File: config.mk
export PLATFORM = sky130hd
export DESIGN_NAME = fb_axi_read_arbiter
export DESIGN_NICKNAME = d
export VERILOG_FILES = /design/src/rtl/fb_arb_pkg.sv /design/src/rtl/fb_arb_tag_fifo.sv /design/src/rtl/fb_axi_read_arbiter.sv
export SDC_FILE = /design/constraint.sdc
export NUM_CORES = 1
export LEC_CHECK = 0
export ABC_AREA = 1
export CORE_MARGIN = 3
export CORE_UTILIZATION = 43
export CTS_CLUSTER_DIAMETER = 150
export DETAILED_ROUTE_END_ITERATION = 10
export PLACE_DENSITY = 0.95
export SLEW_MARGIN = 20
export SYNTH_ARGS = -nofsm -noshare
export SYNTH_HDL_FRONTEND = slang
export SYNTH_SLANG_ARGS = --single-unit
File: constraint.sdc
create_clock -name clk -period 2.6 [get_ports clk]
set_input_delay 0.52 -clock clk [delete_from_list [all_inputs] [get_ports clk]]
set_output_delay 0.52 -clock clk [all_outputs]
set_load 0.05 [all_outputs]
File: src/rtl/fb_arb_pkg.sv
`timescale 1ns/1ps
`default_nettype none
// fb_arb_pkg: shared types and constants for the frame-buffer AXI read arbiter.
package fb_arb_pkg;

  // Requester tag carried through the in-flight FIFO
  typedef logic tag_t;

  localparam tag_t TAG_DISPLAY = 1'b0;
  localparam tag_t TAG_AUX     = 1'b1;

  localparam logic [1:0] AXI_RESP_OKAY   = 2'b00;
  localparam logic [1:0] AXI_RESP_EXOKAY = 2'b01;
  localparam logic [1:0] AXI_RESP_SLVERR = 2'b10;
  localparam logic [1:0] AXI_RESP_DECERR = 2'b11;

endpackage
`default_nettype wire

File: src/rtl/fb_arb_tag_fifo.sv
`timescale 1ns/1ps
`default_nettype none
// fb_arb_tag_fifo: show-ahead FIFO of requester tags for reads in flight.
// data_o is the head entry and is meaningful whenever empty_o is low.
module fb_arb_tag_fifo #(
  parameter int DATA_WIDTH = 1,
  parameter int DEPTH      = 4
) (
  input  logic                  clk,
  input  logic                  rst_n,
  input  logic                  push_i,
  input  logic [DATA_WIDTH-1:0] data_i,
  input  logic                  pop_i,
  output logic [DATA_WIDTH-1:0] data_o,
  output logic                  empty_o,
  output logic                  full_o
);

  localparam int PTR_W = $clog2(DEPTH);
  localparam logic [PTR_W:0] PTR_ONE = (PTR_W+1)'(1);

  logic [DATA_WIDTH-1:0] mem_q [DEPTH];
  logic [PTR_W:0]        wr_ptr_q, wr_ptr_d;
  logic [PTR_W:0]        rd_ptr_q, rd_ptr_d;
  logic                  do_push, do_pop;

  // Extra pointer MSB distinguishes full from empty when the indices match
  always_comb begin
    empty_o  = (wr_ptr_q == rd_ptr_q);
    full_o   = (wr_ptr_q[PTR_W] != rd_ptr_q[PTR_W]) &&
               (wr_ptr_q[PTR_W-1:0] == rd_ptr_q[PTR_W-1:0]);
    do_push  = push_i && !full_o;
    do_pop   = pop_i && !empty_o;
    wr_ptr_d = do_push ? (wr_ptr_q + PTR_ONE) : wr_ptr_q;
    rd_ptr_d = do_pop ? (rd_ptr_q + PTR_ONE) : rd_ptr_q;
  end

  assign data_o = mem_q[rd_ptr_q[PTR_W-1:0]];

  always_ff @(posedge clk or negedge rst_n) begin
    if (!rst_n) begin
      wr_ptr_q <= '0;
      rd_ptr_q <= '0;
    end else begin
      wr_ptr_q <= wr_ptr_d;
      rd_ptr_q <= rd_ptr_d;
    end
  end

  always_ff @(posedge clk) begin
    if (do_push) begin
      mem_q[wr_ptr_q[PTR_W-1:0]] <= data_i;
    end
  end

endmodule
`default_nettype wire

File: src/rtl/fb_axi_read_arbiter.sv
`timescale 1ns/1ps
`default_nettype none
// fb_axi_read_arbiter: shares one SRAM AXI read port between the display stream
// (port 0, priority) and an auxiliary reader (port 1, bounded wait), in-order R routing.
module fb_axi_read_arbiter
  import fb_arb_pkg::*;
#(
  parameter int AXI_ADDR_WIDTH = 20,
  parameter int AXI_DATA_WIDTH = 16,
  parameter int OUTSTANDING    = 4,
  parameter int M1_MAX_WAIT    = 8
) (
  input  logic                      clk,
  input  logic                      reset,

  input  logic [AXI_ADDR_WIDTH-1:0] s0_axi_araddr,
  input  logic                      s0_axi_arvalid,
  output logic                      s0_axi_arready,
  output logic [AXI_DATA_WIDTH-1:0] s0_axi_rdata,
  output logic [1:0]                s0_axi_rresp,
  output logic                      s0_axi_rvalid,
  input  logic                      s0_axi_rready,

  input  logic [AXI_ADDR_WIDTH-1:0] s1_axi_araddr,
  input  logic                      s1_axi_arvalid,
  output logic                      s1_axi_arready,
  output logic [AXI_DATA_WIDTH-1:0] s1_axi_rdata,
  output logic [1:0]                s1_axi_rresp,
  output logic                      s1_axi_rvalid,
  input  logic                      s1_axi_rready,

  output logic [AXI_ADDR_WIDTH-1:0] m_axi_araddr,
  output logic                      m_axi_arvalid,
  input  logic                      m_axi_arready,
  input  logic [AXI_DATA_WIDTH-1:0] m_axi_rdata,
  input  logic [1:0]                m_axi_rresp,
  input  logic                      m_axi_rvalid,
  output logic                      m_axi_rready
);

  localparam int WAIT_W = $clog2(M1_MAX_WAIT + 1);
  localparam logic [WAIT_W-1:0] WAIT_MAX = WAIT_W'(M1_MAX_WAIT);
  localparam logic [WAIT_W-1:0] WAIT_ONE = WAIT_W'(1);

  logic [AXI_ADDR_WIDTH-1:0] araddr_q, araddr_d;
  logic                      arvalid_q, arvalid_d;
  logic [WAIT_W-1:0]         wait_q, wait_d;

  logic can_load;
  logic grant0, grant1, grant;
  tag_t grant_tag, head_tag;
  logic tag_full, tag_empty, tag_pop;
  logic head_rready;

  // A slot opens when the output register is free or draining this cycle;
  // tag_full is evaluated before any concurrent pop.
  always_comb begin
    can_load = (!arvalid_q || m_axi_arready) && !tag_full;
    grant0   = 1'b0;
    grant1   = 1'b0;
    if (can_load) begin
      if (s1_axi_arvalid && (wait_q == WAIT_MAX)) begin
        grant1 = 1'b1;
      end else if (s0_axi_arvalid) begin
        grant0 = 1'b1;
      end else if (s1_axi_arvalid) begin
        grant1 = 1'b1;
      end
    end
    grant     = grant0 || grant1;
    grant_tag = grant1 ? TAG_AUX : TAG_DISPLAY;
  end

  assign s0_axi_arready = grant0;
  assign s1_axi_arready = grant1;

  always_comb begin
    araddr_d  = araddr_q;
    arvalid_d = arvalid_q;
    if (grant1) begin
      araddr_d  = s1_axi_araddr;
      arvalid_d = 1'b1;
    end else if (grant0) begin
      araddr_d  = s0_axi_araddr;
      arvalid_d = 1'b1;
    end else if (m_axi_arready) begin
      arvalid_d = 1'b0;
    end
  end

  // Counts every cycle port 1 is left waiting, whether by port 0 or a closed slot
  always_comb begin
    wait_d = '0;
    if (s1_axi_arvalid && !grant1) begin
      wait_d = (wait_q == WAIT_MAX) ? wait_q : (wait_q + WAIT_ONE);
    end
  end

  always_ff @(posedge clk or negedge reset) begin
    if (!reset) begin
      araddr_q  <= '0;
      arvalid_q <= 1'b0;
      wait_q    <= '0;
    end else begin
      araddr_q  <= araddr_d;
      arvalid_q <= arvalid_d;
      wait_q    <= wait_d;
    end
  end

  assign m_axi_araddr  = araddr_q;
  assign m_axi_arvalid = arvalid_q;

  fb_arb_tag_fifo #(
    .DATA_WIDTH (1),
    .DEPTH      (OUTSTANDING)
  ) u_tag_fifo (
    .clk     (clk),
    .rst_n   (reset),
    .push_i  (grant),
    .data_i  (grant_tag),
    .pop_i   (tag_pop),
    .data_o  (head_tag),
    .empty_o (tag_empty),
    .full_o  (tag_full)
  );

  // Beats are steered purely by the head tag; data and response are broadcast
  always_comb begin
    head_rready   = (head_tag == TAG_AUX) ? s1_axi_rready : s0_axi_rready;
    m_axi_rready  = !tag_empty && head_rready;
    s0_axi_rvalid = m_axi_rvalid && !tag_empty && (head_tag == TAG_DISPLAY);
    s1_axi_rvalid = m_axi_rvalid && !tag_empty && (head_tag == TAG_AUX);
    tag_pop       = m_axi_rvalid && m_axi_rready;
  end

  assign s0_axi_rdata = m_axi_rdata;
  assign s0_axi_rresp = m_axi_rresp;
  assign s1_axi_rdata = m_axi_rdata;
  assign s1_axi_rresp = m_axi_rresp;

  a_no_orphan_beat: assert property (@(posedge clk) disable iff (!reset)
    !(m_axi_rvalid && tag_empty));

endmodule
`default_nettype wire

==> impl_results.md <==
- Count of warnings emitted by yosys: 0
- HP Class: reg2reg
- Core ar.: 0.00520 sq mm
- Post-synthesis mux area share: 0%
- DIE WIDTH: 80.1 um
- Main combinational cell family by area after synthesis: simple AND/OR/NAND/NOR gates
- Cell chain of the critical path: clkdlybuf4s50_1 > nand2_1 > nor2_1 > nor2_1 > nand3_2 > inv_1 > buf_12
- VDD IR-drop max: 0.527 mV
- Layout overhead on the synthesized area: 29.1%
- Critical path's top delay family: buffers and inverters
- DRT Pass-1 Iters: 5
- Final setup viols: 0
- Status: finished, final reports clean
- Worst EP required: 2.08 ns
- CTS tree: done
- Post-synth EDFFs: 4
- Detail Placement HPWL: 3970 um
- Synth Flop Type: dfrtp_1
- Worst slew margin: around 64%
- DR vias/cell: between 4 and 5
- Number of I/O port buffers: 73
- Residual DRC: 0
- Largest net degree at the start of global routing: 32
- Max-Cap Viols: 0
- Cell Area, Synth: roughly 0.0024 sq mm
- Final Hold Fails: 0
- Leak: 1.59 nW
- Worst EP arrival: 1.94 ns
- CTS Hold Bufs: 0
- Reg2reg end: u_tag_fifo.mem_q[0]
- Clk buf depth: 2
- Starting Density: 45.4%
- Vias: 2084
- CP endpoint: s0_axi_arready
- Placement Cell Area: 0.00293 sq mm
- Final min period: 2.46 ns
- Startpoint types: input port
- Placed cells: 421
- Clock-pin slew of the registers on the worst-case setup and hold paths: about 0.07 ns
- Reg2Reg Depth: 9
- # Post-CTS Setup Buffers: 0
- Crit. Startpoint: s1_axi_arvalid
- Most frequent CP cell: nor2_1
- TritonCTS buffer count: 5
- CP max FO: 6
- GRT overflow: 0
- Total track usage: ~18%
- DRT Wirelength: 5350 um
- Synth Register Bits: 35
- Crit. End Element: output pin
- Fin Hold WS: 0.480 ns
- Syn nets: 393
- Crit path buffers/inverters: 3
- Nets: 431
- Die area: between 0.006 and 0.007 sq mm
- Crit share post-route: 94.7%
- Total power: 3.56 mW
- First-pass GRT wire length: 9070 um
- Post-synth ARST share: 88.6%
- Critical path's largest stage delay: 0.58 ns
- Fmax: 406 MHz
- # rows: 26
- Reg2Reg Setup Slack: 0.69 ns
- Layout Skew: just over 0.005 ns
- Initial antenna violation count: 0
- CTS Sinks: 35
- IO Count: 128
- Clock Latency Late Sink: 0.28 ns
- Share of cells above drive strength 1: under 10%
- Post-Route Setup TNS: 0 ns
- Routed wire per std cell: about 12 um
- Worst-Margin Slew: about 0.54 ns
- CP Depth: 7
- Root Buffer: clkbuf_8
- Simple-gate share of the synthesized area: 31.7%
- Pins over their slew limit: 0
- Post-synthesis sequential area ratio: ~38%
- RSZ-0062 raised after global routing: no
- Routability cong.: 0.815
- Setup Crit Path Kind: in2out
- Fin area: 0.00305 sq mm
- ANT nets after route: 0
- Syn_area_per_cell: 7.38 sq um
- Synth Area in Adders: 3.71%
- Yosys cell types: 24
- Vias in the first global route: 2072
- Pwr/cell area: 1170 mW/mm^2
- H-tree levels: 2
- Synth Area in Compound Gates: a little over 1%
- Cells after Synth: between 300 and 400
- Antenna Cells: 0
- Synth Area in XOR/XNOR: under 10%
- Slowest-stage cell, CP: clkdlybuf4s50_1
- Post-CTS sizing: 0
- Reg2Reg Launch Point: wait_q[0]
- Die Ht: 80.1 um
- Final cell count without fillers: 429
- Initial DRC Count: around 100
-- routing by layer --
| layer | share of wire (%) | wire length (um) | up-vias | global-route usage, % |
|---|---|---|---|---|
| met2 | 53 | 2810 | 69 | 30.8 |
| met3 | 7.2 | 386 | 13 | 3.92 |
| met1 | 39 | 2080 | 968 | 21.1 |
| met5 | 0 | 0 | - | 0 |
| met4 | 1.2 | 65 | 0 | 7.77 |
| li1 | - | - | 1034 | - |
-- cells by family (layout without fill, tap and decap cells) --
| kind of cell | after synthesis | in the layout |
|---|---|---|
| simple gates | 163 | 163 |
| buf+inv | 106 | 145 |
| flops | 35 | 35 |
| fa+ha+maj | 7 | 7 |
| xor+xnor | 5 | 5 |
| compound gates | 4 | 4 |
-- final cells by class --
| type | count | area, sq um |
|---|---|---|
| fillers | 505 | 2150 |
| multi-input cells | 179 | 903 |
| flip-flops and latches | 35 | 896 |
| repair buffers | 79 | 826 |
| inverters | 58 | 220 |
| well taps | 70 | 87.6 |
| clock buffers | 6 | 82.6 |
| clock inverters | 2 | 35.0 |
-- power breakdown --
group / leakage, nW / internal, mW / total, mW / switching, mW
logic: 1.11 / 0.743 / 2.12 / 1.37
registers: 0.420 / 0.785 / 0.947 / 0.162
clock network: 0.0612 / 0.310 / 0.501 / 0.190
total: 1.59 / 1.84 / 3.56 / 1.73
-- cell usage in the layout, fill, tap and decap left out, types with 2 or more instances in the layout --
cell type         n
nand3_2           2
nand2_1          95
xor2_1            3
clkdlybuf4s50_1  68
buf_12            5
nor2_1            9
nand3_1          28
edfxtp_1          4
dfrtp_1          31
o21ai_1           2
inv_1            54
inv_2             3
buf_4             6
nand4_1          26
clkbuf_8          6
ha_1              7
xnor2_1           2
-- worst min-delay path, cell delays in order (launching register included) --
cell and delay, ns:
dfrtp_1 0.34, nand2_1 0.05, nand2_1 0.05
-- through the flow --
stage	utilization, %	worst slack, ns
5_1_grt	58.6	0.0528
2_1_floorplan	-	0.491
6_report	58.6	0.137
4_1_cts	58.6	0.144
3_5_place_dp	56.3	0.146
3_3_place_gp	56.3	0.290
-- Yosys cell counts, types with 2 or more instances --
cell	number	area share, %
nand3_1	28	5.9
buf_2	4	0.85
xor2_1	3	1.1
buf_6	2	0.95
o21ai_1	2	0.42
xnor2_1	2	0.74
nand3_2	2	0.85
nand2_1	95	15
inv_2	3	0.48
inv_1	54	8.6
ha_1	7	3.7
nand4_1	26	6.9
dfrtp_1	31	33
buf_4	38	12
nor2_1	9	1.4
edfxtp_1	4	5.1
clkbuf_1	3	0.48
-- sequential cells by signal, indices dropped and copies added, names as in the netlist --
| signal | count |
|---|---|
| u_tag_fifo.mem_q | 4 |
| u_tag_fifo.rd_ptr_q | 3 |
| u_tag_fifo.wr_ptr_q | 3 |
| m_axi_arvalid | 1 |
| wait_q | 4 |
| m_axi_araddr | 20 |
-- worst min path at each step --
| stage | slack, ns | cells after the start | startpoint | to |
|---|---|---|---|---|
| 6_report | 0.48 | 2 | m_axi_araddr[13] | m_axi_araddr[13] |
| 3_5_place_dp | 0.47 | 2 | m_axi_araddr[13] | m_axi_araddr[13] |
| 2_1_floorplan | 0.22 | 0 | reset | m_axi_araddr[0] |
| 5_1_grt | 0.50 | 2 | m_axi_araddr[13] | m_axi_araddr[13] |
| 4_1_cts | 0.48 | 2 | m_axi_araddr[13] | m_axi_araddr[13] |
| 3_3_place_gp | 0.46 | 2 | m_axi_araddr[11] | m_axi_araddr[11] |
Power figures use the tool's default switching activity.
